## src/rtl/code_lock_pkg.sv

```systemverilog
// Shared types, constants and helpers for the code lock controller.
package code_lock_pkg;

  // Lock controller states.
  typedef enum logic [1:0] {
    LOCKED    = 2'd0,
    OPEN      = 2'd1,
    SET_ENTRY = 2'd2,
    LOCKOUT   = 2'd3
  } lock_state_e;

  // 7-segment patterns for digits 0..9, bit order {dp,g,f,e,d,c,b,a}, active-high.
  // Entry 9 is leftmost in the concatenation, entry 0 rightmost.
  localparam logic [9:0][8:0] SEG_TABLE = {
    9'h06f, 9'h07f, 9'h007, 9'h07d, 9'h06d,
    9'h066, 9'h04f, 9'h05b, 9'h006, 9'h03f
  };

  // Counter/index width that is never zero, even for tiny ranges.
  function automatic int clog2_min1(input int v);
    int w;
    w = $clog2(v);
    return (w < 1) ? 1 : w;
  endfunction

  // Decimal digit to segment pattern; out-of-range values blank the display.
  function automatic logic [8:0] seg_encode(input int d);
    if (d >= 0 && d <= 9) return SEG_TABLE[d];
    return 9'h000;
  endfunction

endpackage

```

## src/rtl/key_pulse_deb.sv

```systemverilog
// Raw active-low push-button to single-cycle press pulse: synchroniser,
// slow periodic sampler (debounce) and falling-edge detector.
module key_pulse_deb
  import code_lock_pkg::*;
#(
  parameter int DEB_CYCLES = 1_000_000
) (
  input  logic clk,
  input  logic rst_n,
  input  logic key_n,
  output logic pulse
);

  localparam int CW = clog2_min1(DEB_CYCLES);

  logic          sync1_reg, sync2_reg;
  logic          sample_reg;
  logic          pulse_reg;
  logic [CW-1:0] cnt_reg;
  logic          tick;

  assign tick  = (cnt_reg == CW'(DEB_CYCLES - 1));
  assign pulse = pulse_reg;

  // Two-flop synchroniser; buttons idle high so reset to 1.
  always_ff @(posedge clk or negedge rst_n) begin
    if (!rst_n) begin
      sync1_reg <= 1'b1;
      sync2_reg <= 1'b1;
    end else begin
      sync1_reg <= key_n;
      sync2_reg <= sync1_reg;
    end
  end

  // Free-running sample timebase; tick marks one sample point per period.
  always_ff @(posedge clk or negedge rst_n) begin
    if (!rst_n) cnt_reg <= '0;
    else        cnt_reg <= tick ? '0 : cnt_reg + CW'(1);
  end

  // Sample at each tick; a high->low change between samples is one press.
  always_ff @(posedge clk or negedge rst_n) begin
    if (!rst_n) begin
      sample_reg <= 1'b1;
      pulse_reg  <= 1'b0;
    end else begin
      pulse_reg <= tick && sample_reg && !sync2_reg;
      if (tick) sample_reg <= sync2_reg;
    end
  end

endmodule

```

## src/rtl/code_lock_ctrl.sv

```systemverilog
// Multi-digit code lock: digit entry, retry budget, timed lockout,
// in-field code change and two-digit readout of remaining tries.
module code_lock_ctrl
  import code_lock_pkg::*;
#(
  parameter int PW_WIDTH       = 4,
  parameter int PW_DIGITS      = 4,
  parameter logic [PW_WIDTH*PW_DIGITS-1:0] PW_INIT = '0,
  parameter int MAX_TRIES      = 5,
  parameter int LOCKOUT_CYCLES = 50_000_000,
  parameter int DEB_CYCLES     = 1_000_000
) (
  input  logic                                   clk,
  input  logic                                   rst_n,
  input  logic                                   key_chk_n,
  input  logic                                   key_rst_n,
  input  logic                                   key_set_n,
  input  logic [PW_WIDTH-1:0]                    pw_sw,
  output logic                                   is_open,
  output logic                                   locked_out,
  output logic                                   set_mode,
  output logic [clog2_min1(PW_DIGITS+1)-1:0]     digit_idx,
  output logic [clog2_min1(MAX_TRIES+1)-1:0]     tries_left,
  output logic [8:0]                             seg_tens,
  output logic [8:0]                             seg_ones
);

  localparam int CODE_W = PW_WIDTH * PW_DIGITS;
  localparam int IW     = clog2_min1(PW_DIGITS + 1);
  localparam int TW     = clog2_min1(MAX_TRIES + 1);
  localparam int LW     = clog2_min1(LOCKOUT_CYCLES);

  localparam logic [1:0] S_LOCKED    = LOCKED;
  localparam logic [1:0] S_OPEN      = OPEN;
  localparam logic [1:0] S_SET_ENTRY = SET_ENTRY;
  localparam logic [1:0] S_LOCKOUT   = LOCKOUT;

  logic [1:0]        state_reg;
  logic [CODE_W-1:0] code_reg;
  logic [CODE_W-1:0] buf_reg;
  logic [CODE_W-1:0] buf_ins;
  logic [IW-1:0]     digit_idx_reg;
  logic [TW-1:0]     tries_reg;
  logic [LW-1:0]     lock_cnt_reg;

  logic [2:0] keys_n;
  logic [2:0] key_pulse;
  logic       rst_p, set_p, chk_p;
  logic       last_digit, code_match;

  // Key order in the vectors: 0 = chk, 1 = rst, 2 = set.
  assign keys_n = {key_set_n, key_rst_n, key_chk_n};

  generate
    for (genvar gi = 0; gi < 3; gi++) begin : g_key
      key_pulse_deb #(.DEB_CYCLES(DEB_CYCLES)) u_deb (
        .clk   (clk),
        .rst_n (rst_n),
        .key_n (keys_n[gi]),
        .pulse (key_pulse[gi])
      );
    end
  endgenerate

  // rst beats set beats chk when pulses coincide; losers are dropped.
  assign rst_p = key_pulse[1];
  assign set_p = key_pulse[2] && !key_pulse[1];
  assign chk_p = key_pulse[0] && !key_pulse[1] && !key_pulse[2];

  // Entry buffer with the switches dropped into the current digit slot.
  generate
    for (genvar gi = 0; gi < PW_DIGITS; gi++) begin : g_buf
      assign buf_ins[gi*PW_WIDTH +: PW_WIDTH] =
        (digit_idx_reg == IW'(gi)) ? pw_sw : buf_reg[gi*PW_WIDTH +: PW_WIDTH];
    end
  endgenerate

  assign last_digit = (digit_idx_reg == IW'(PW_DIGITS - 1));
  assign code_match = (buf_ins == code_reg);

  // Lock state machine, entry buffer, retry budget and lockout timer.
  always_ff @(posedge clk or negedge rst_n) begin
    if (!rst_n) begin
      state_reg     <= S_LOCKED;
      code_reg      <= PW_INIT;
      buf_reg       <= '0;
      digit_idx_reg <= '0;
      tries_reg     <= TW'(MAX_TRIES);
      lock_cnt_reg  <= '0;
    end else begin
      case (state_reg)
        S_LOCKED: begin
          if (rst_p) begin
            digit_idx_reg <= '0;
            buf_reg       <= '0;
          end else if (chk_p) begin
            if (last_digit) begin
              digit_idx_reg <= '0;
              buf_reg       <= '0;
              if (code_match) begin
                state_reg <= S_OPEN;
                tries_reg <= TW'(MAX_TRIES);
              end else if (tries_reg != '0) begin
                tries_reg <= tries_reg - TW'(1);
                if (tries_reg == TW'(1)) begin
                  state_reg    <= S_LOCKOUT;
                  lock_cnt_reg <= LW'(LOCKOUT_CYCLES - 1);
                end
              end
            end else begin
              buf_reg       <= buf_ins;
              digit_idx_reg <= digit_idx_reg + IW'(1);
            end
          end
        end
        S_LOCKOUT: begin
          if (rst_p) buf_reg <= '0;
          if (lock_cnt_reg == '0) begin
            state_reg <= S_LOCKED;
            tries_reg <= TW'(MAX_TRIES);
          end else begin
            lock_cnt_reg <= lock_cnt_reg - LW'(1);
          end
        end
        S_OPEN: begin
          if (rst_p) begin
            state_reg     <= S_LOCKED;
            digit_idx_reg <= '0;
            buf_reg       <= '0;
          end else if (set_p) begin
            state_reg     <= S_SET_ENTRY;
            digit_idx_reg <= '0;
            buf_reg       <= '0;
          end
        end
        S_SET_ENTRY: begin
          if (rst_p) begin
            state_reg     <= S_OPEN;
            digit_idx_reg <= '0;
            buf_reg       <= '0;
          end else if (chk_p) begin
            if (last_digit) begin
              code_reg      <= buf_ins;
              state_reg     <= S_OPEN;
              digit_idx_reg <= '0;
              buf_reg       <= '0;
            end else begin
              buf_reg       <= buf_ins;
              digit_idx_reg <= digit_idx_reg + IW'(1);
            end
          end
        end
        default: state_reg <= S_LOCKED;
      endcase
    end
  end

  assign is_open    = (state_reg == S_OPEN) || (state_reg == S_SET_ENTRY);
  assign set_mode   = (state_reg == S_SET_ENTRY);
  assign locked_out = (state_reg == S_LOCKOUT);
  assign digit_idx  = digit_idx_reg;
  assign tries_left = tries_reg;
  assign seg_tens   = seg_encode(int'(tries_reg) / 10);
  assign seg_ones   = seg_encode(int'(tries_reg) % 10);

endmodule

```

## config.mk

```make
export PLATFORM = sky130hd
export DESIGN_NAME = code_lock_ctrl
export DESIGN_NICKNAME = d
export VERILOG_FILES = /design/src/rtl/code_lock_pkg.sv /design/src/rtl/key_pulse_deb.sv /design/src/rtl/code_lock_ctrl.sv
export SDC_FILE = /design/constraint.sdc
export NUM_CORES = 1
export LEC_CHECK = 0
export CAP_MARGIN = 20
export CORE_UTILIZATION = 55
export DETAILED_ROUTE_END_ITERATION = 10
export PLACE_DENSITY_LB_ADDON = 0.3
export SLEW_MARGIN = 20
export SYNTH_ARGS = -nofsm -noshare
export SYNTH_HDL_FRONTEND = slang
export SYNTH_SLANG_ARGS = --single-unit
```

## constraint.sdc

```tcl
create_clock -name clk -period 2.3 [get_ports clk]
set_input_delay 0.23 -clock clk [delete_from_list [all_inputs] [get_ports clk]]
set_output_delay 0.23 -clock clk [all_outputs]
set_load 0.02 [all_outputs]
```

==> results by group <==
Min path
  • Hold Path Class: input port to flip-flop
  • Number of stages on the worst hold path: 1

Finish
  • Net count of the finished layout: about 870
  • Commonest non-fill, non-tap cells in the layout: dfrtp_1 (124), buf_4 (87), nor2_1 (65), nand2_1 (59), xor2_1 (33)
  • Number of inserted diodes: 0
  • Final core occ: 0.736
  • Most common cell after layout, fill and taps aside: dfrtp_1
  • Total area of multi-input combinational cells: roughly 3900 µm²
  • Layout cells sized above 1: 0.248
  • Syn-to-layout area delta: 29.0%
  • Filler instances: roughly 860
  • Number of flip-flops under the largest register name: 60
  • Area taken by flip-flops and latches: 3470 µm²

Pwr
  • Relative contribution of the clock network to total power: 0.526
  • Share of total power in sequential cells: 0.449
  • Switching share of power: 0.204
  • Largest vdd supply drop: 0.807 mV
  • Sw power: 1110 µW
  • Power per cell area: roughly 580 nW/µm²
  • Leak pwr: 0.00425 µW
  • Total Power: between 5000 and 6000 µW
  • P_int: between 4000 and 5000 µW
  • Share of total power in combinational logic: 0.025

Global routing
  • Global-route congestion overflow total: 0
  • Number of antenna violations at the first check in global routing: 0
  • Global-route wire length before repair: around 30000 µm
  • Via count of the first global-routing pass: between 6k and 7k
  • Pin count of the biggest net entering global routing: 64
  • Overall Global Routing Usage: 0.266

Job
  • Number of violations of the max-capacitance limit: 0

Die
  • Die X-Extent: between 100 and 150 µm
  • I/O Pins: 36
  • Initial Utilization: 0.571
  • Floorplan row count: between 40 and 50
  • Floorplan core area: about 13000 µm²
  • Die Outline Area: between 10000 and 15000 µm²
  • Die extent in y: about 120 µm

STA
  • Post-route minimum period: 2.67 ns
  • Final max-slew violation count: 0
  • Actual transition at the worst max-transition pin: about 0.58 ns
  • Number of failing setup endpoints in the final timing report: 31
  • Setup repair after global routing missed its margin: yes
  • Number of hold violations in the final report: 0
  • Worst Setup Slack, final: -0.370 ns
  • Relative slew margins: 0.612
  • Maximum clock skew at final layout: approximately 0.0085 ns
  • Share of the clock period used by the worst path: 1.16
  • Max frequency: between 300 and 400 MHz

Clock tree
  • Number of buffers created by CTS: 17
  • Clock Pin Slew Worst Setup and Hold Paths: 0.06 ns
  • Buffers from clock root to sink, at most: 2
  • CTS tree: yes
  • Clock net sink count: 138
  • Skew-Pair Late Insertion Delay: about 0.42 ns
  • CTS H-tree lvls: 4
  • Cell at the root of the clock tree: clkbuf_16

Drt
  • Wire length per cell: roughly 17 µm
  • DR vias/cell: just under 6
  • Post-DRT Antenna Nets: 0
  • Initial drt markers: approximately 350
  • Post-Route WL: roughly 18000 µm
  • Count of vias placed by the detailed router: 6083
  • Drc violations: 0
  • 1st-pass router iterations: 5

Place
  • Total half-perimeter wirelength after legalization and detailed placement: about 12000 µm
  • I/O Buffers: 24
  • Final weighted congestion of routability-driven global placement: around 0.95
  • Setup slack at placement: -0.398 ns

Run status
  • Run status: finished, violations left
  • Violations in the final reports: negative setup slack

Critical path
  • Type of the setup path with the least slack: flip-flop to flip-flop
  • Register-to-Register Setup Slack: -0.37 ns
  • R2R cell count: 9
  • Worst path arrival time: slightly below 3 ns
  • Element type at the critical path start: flip-flop
  • Highest fanout seen on the critical path: 8
  • Worst Setup End Kind: flip-flop
  • Required time of the critical path: between 2 and 3 ns

Logic synthesis
  • Fraction of registers with async set/reset: 1.00
  • Number of synthesized flops with an enable pin: 0
  • Synthesis Warnings: 0
  • Flops & latches, synth: roughly 140
  • Most instantiated flip-flop cell in the synthesis netlist: dfrtp_1
  • Syn Area/Cell: approximately 10 µm²
  • Instance count of the mapped netlist: around 730
  • Synth Cell Area: between 7000 and 8000 µm²
  • Cell variety after synth: 76
  • Share of synthesized area occupied by flip-flops and latches: 0.474
==> cell type report <==
class | count | share of cell area
multi-input cells | 531 | 0.414
flip-flops and latches | 138 | 0.368
repair buffers | 127 | 0.118
clock buffers | 22 | 0.0481
well taps | 172 | 0.0228
clock inverters | 10 | 0.0178
inverters | 31 | 0.0123
==> cell families after synthesis <==
kind of cell	synth area share
other	0.00103
AO/OA/AOI/OAI	0.146
multiplexers	0.0381
flip-flops	0.474
AND/OR/NAND/NOR	0.197
adder cells (fa/ha/maj)	0.0308
XOR/XNOR	0.0682
buffers and inverters	0.0449
==> power by group through the flow <==
stage	sequential [µW]	combinational, µW	clock (µW)
3_5_place_dp	2490	132	0
2_1_floorplan	2490	52.2	0
4_1_cts	2440	135	2900
6_report	2440	136	2860
5_1_grt	2440	150	3020
3_3_place_gp	2490	129	0
==> worst max-delay path, cell delays in order (launching register included) <==
cell	delay [ns]
dfrtp_2	0.43
ha_4	0.17
nor2b_4	0.13
or4b_1	0.52
a32oi_1	0.22
and4_4	0.28
a31oi_4	0.14
buf_6	0.18
o221a_4	0.25
o22a_1	0.20
==> worst paths after layout <==
kind / startpoint / end
max: digit_idx[0] / lock_cnt_reg[15]
min: key_chk_n / g_key[0].u_deb.sync1_reg
max reg2reg: digit_idx[0] / lock_cnt_reg[15]
min reg2reg: g_key[0].u_deb.sync1_reg / g_key[0].u_deb.sync2_reg
max in group asynchronous: rst_n / g_key[1].u_deb.sync2_reg
min in group asynchronous: rst_n / code_reg[1]
==> routing by layer <==
metal  routed length (µm)  global-route usage
met5                    0                   0
met4                  416               0.109
met3                  794              0.0511
met2                 8900               0.456
met1                 7550               0.328
==> synthesized netlist by cell type, types with 7 or more instances <==
| master | count | area [µm²] |
|---|---|---|
| inv_1 | 30 | 113 |
| nor3_1 | 8 | 40.0 |
| xnor2_1 | 24 | 210 |
| o21ai_0 | 26 | 130 |
| nor2_1 | 67 | 251 |
| and3_1 | 18 | 113 |
| a21oi_1 | 24 | 120 |
| o2111ai_1 | 8 | 70.1 |
| nand3_1 | 26 | 130 |
| nor2b_1 | 9 | 56.3 |
| xor2_1 | 33 | 289 |
| nor4_1 | 10 | 62.6 |
| nand2b_1 | 14 | 87.6 |
| clkbuf_1 | 21 | 78.8 |
| or3_1 | 8 | 50.1 |
| a22o_1 | 12 | 105 |
| buf_4 | 13 | 97.6 |
| dfstp_2 | 11 | 289 |
| dfrtp_1 | 127 | 3180 |
| a21boi_0 | 7 | 52.6 |
| nand2_1 | 59 | 221 |
| ha_1 | 18 | 225 |
| mux2i_1 | 20 | 200 |
| and2_1 | 7 | 43.8 |
| o211ai_1 | 11 | 82.6 |
| nand4_1 | 10 | 62.6 |
==> per-stage QoR <==
step,std cells,TNS (ns),instance area [µm²],hold slack (ns)
4_1_cts,1029,-7.62,9310,0.197
3_3_place_gp,990,-7.55,8440,0.244
6_report,1031,-8.55,9440,0.214
2_1_floorplan,740,-3.48,7430,-0.0656
5_1_grt,1031,-10.88,9440,0.215
3_5_place_dp,990,-9.86,8440,0.250
==> repair_timing <==
item | 4_1_cts | 5_1_grt
setup endpoints to repair | 33 | 45
gates resized for setup | 41 | 27
cloned | 2 | 0
hold buffers | 1 | 0
hold endpoints to repair | 59 | 0
setup buffers | 4 | 2
pin swaps | 15 | 13
Note: power is estimated with default switching activity, not from simulation.
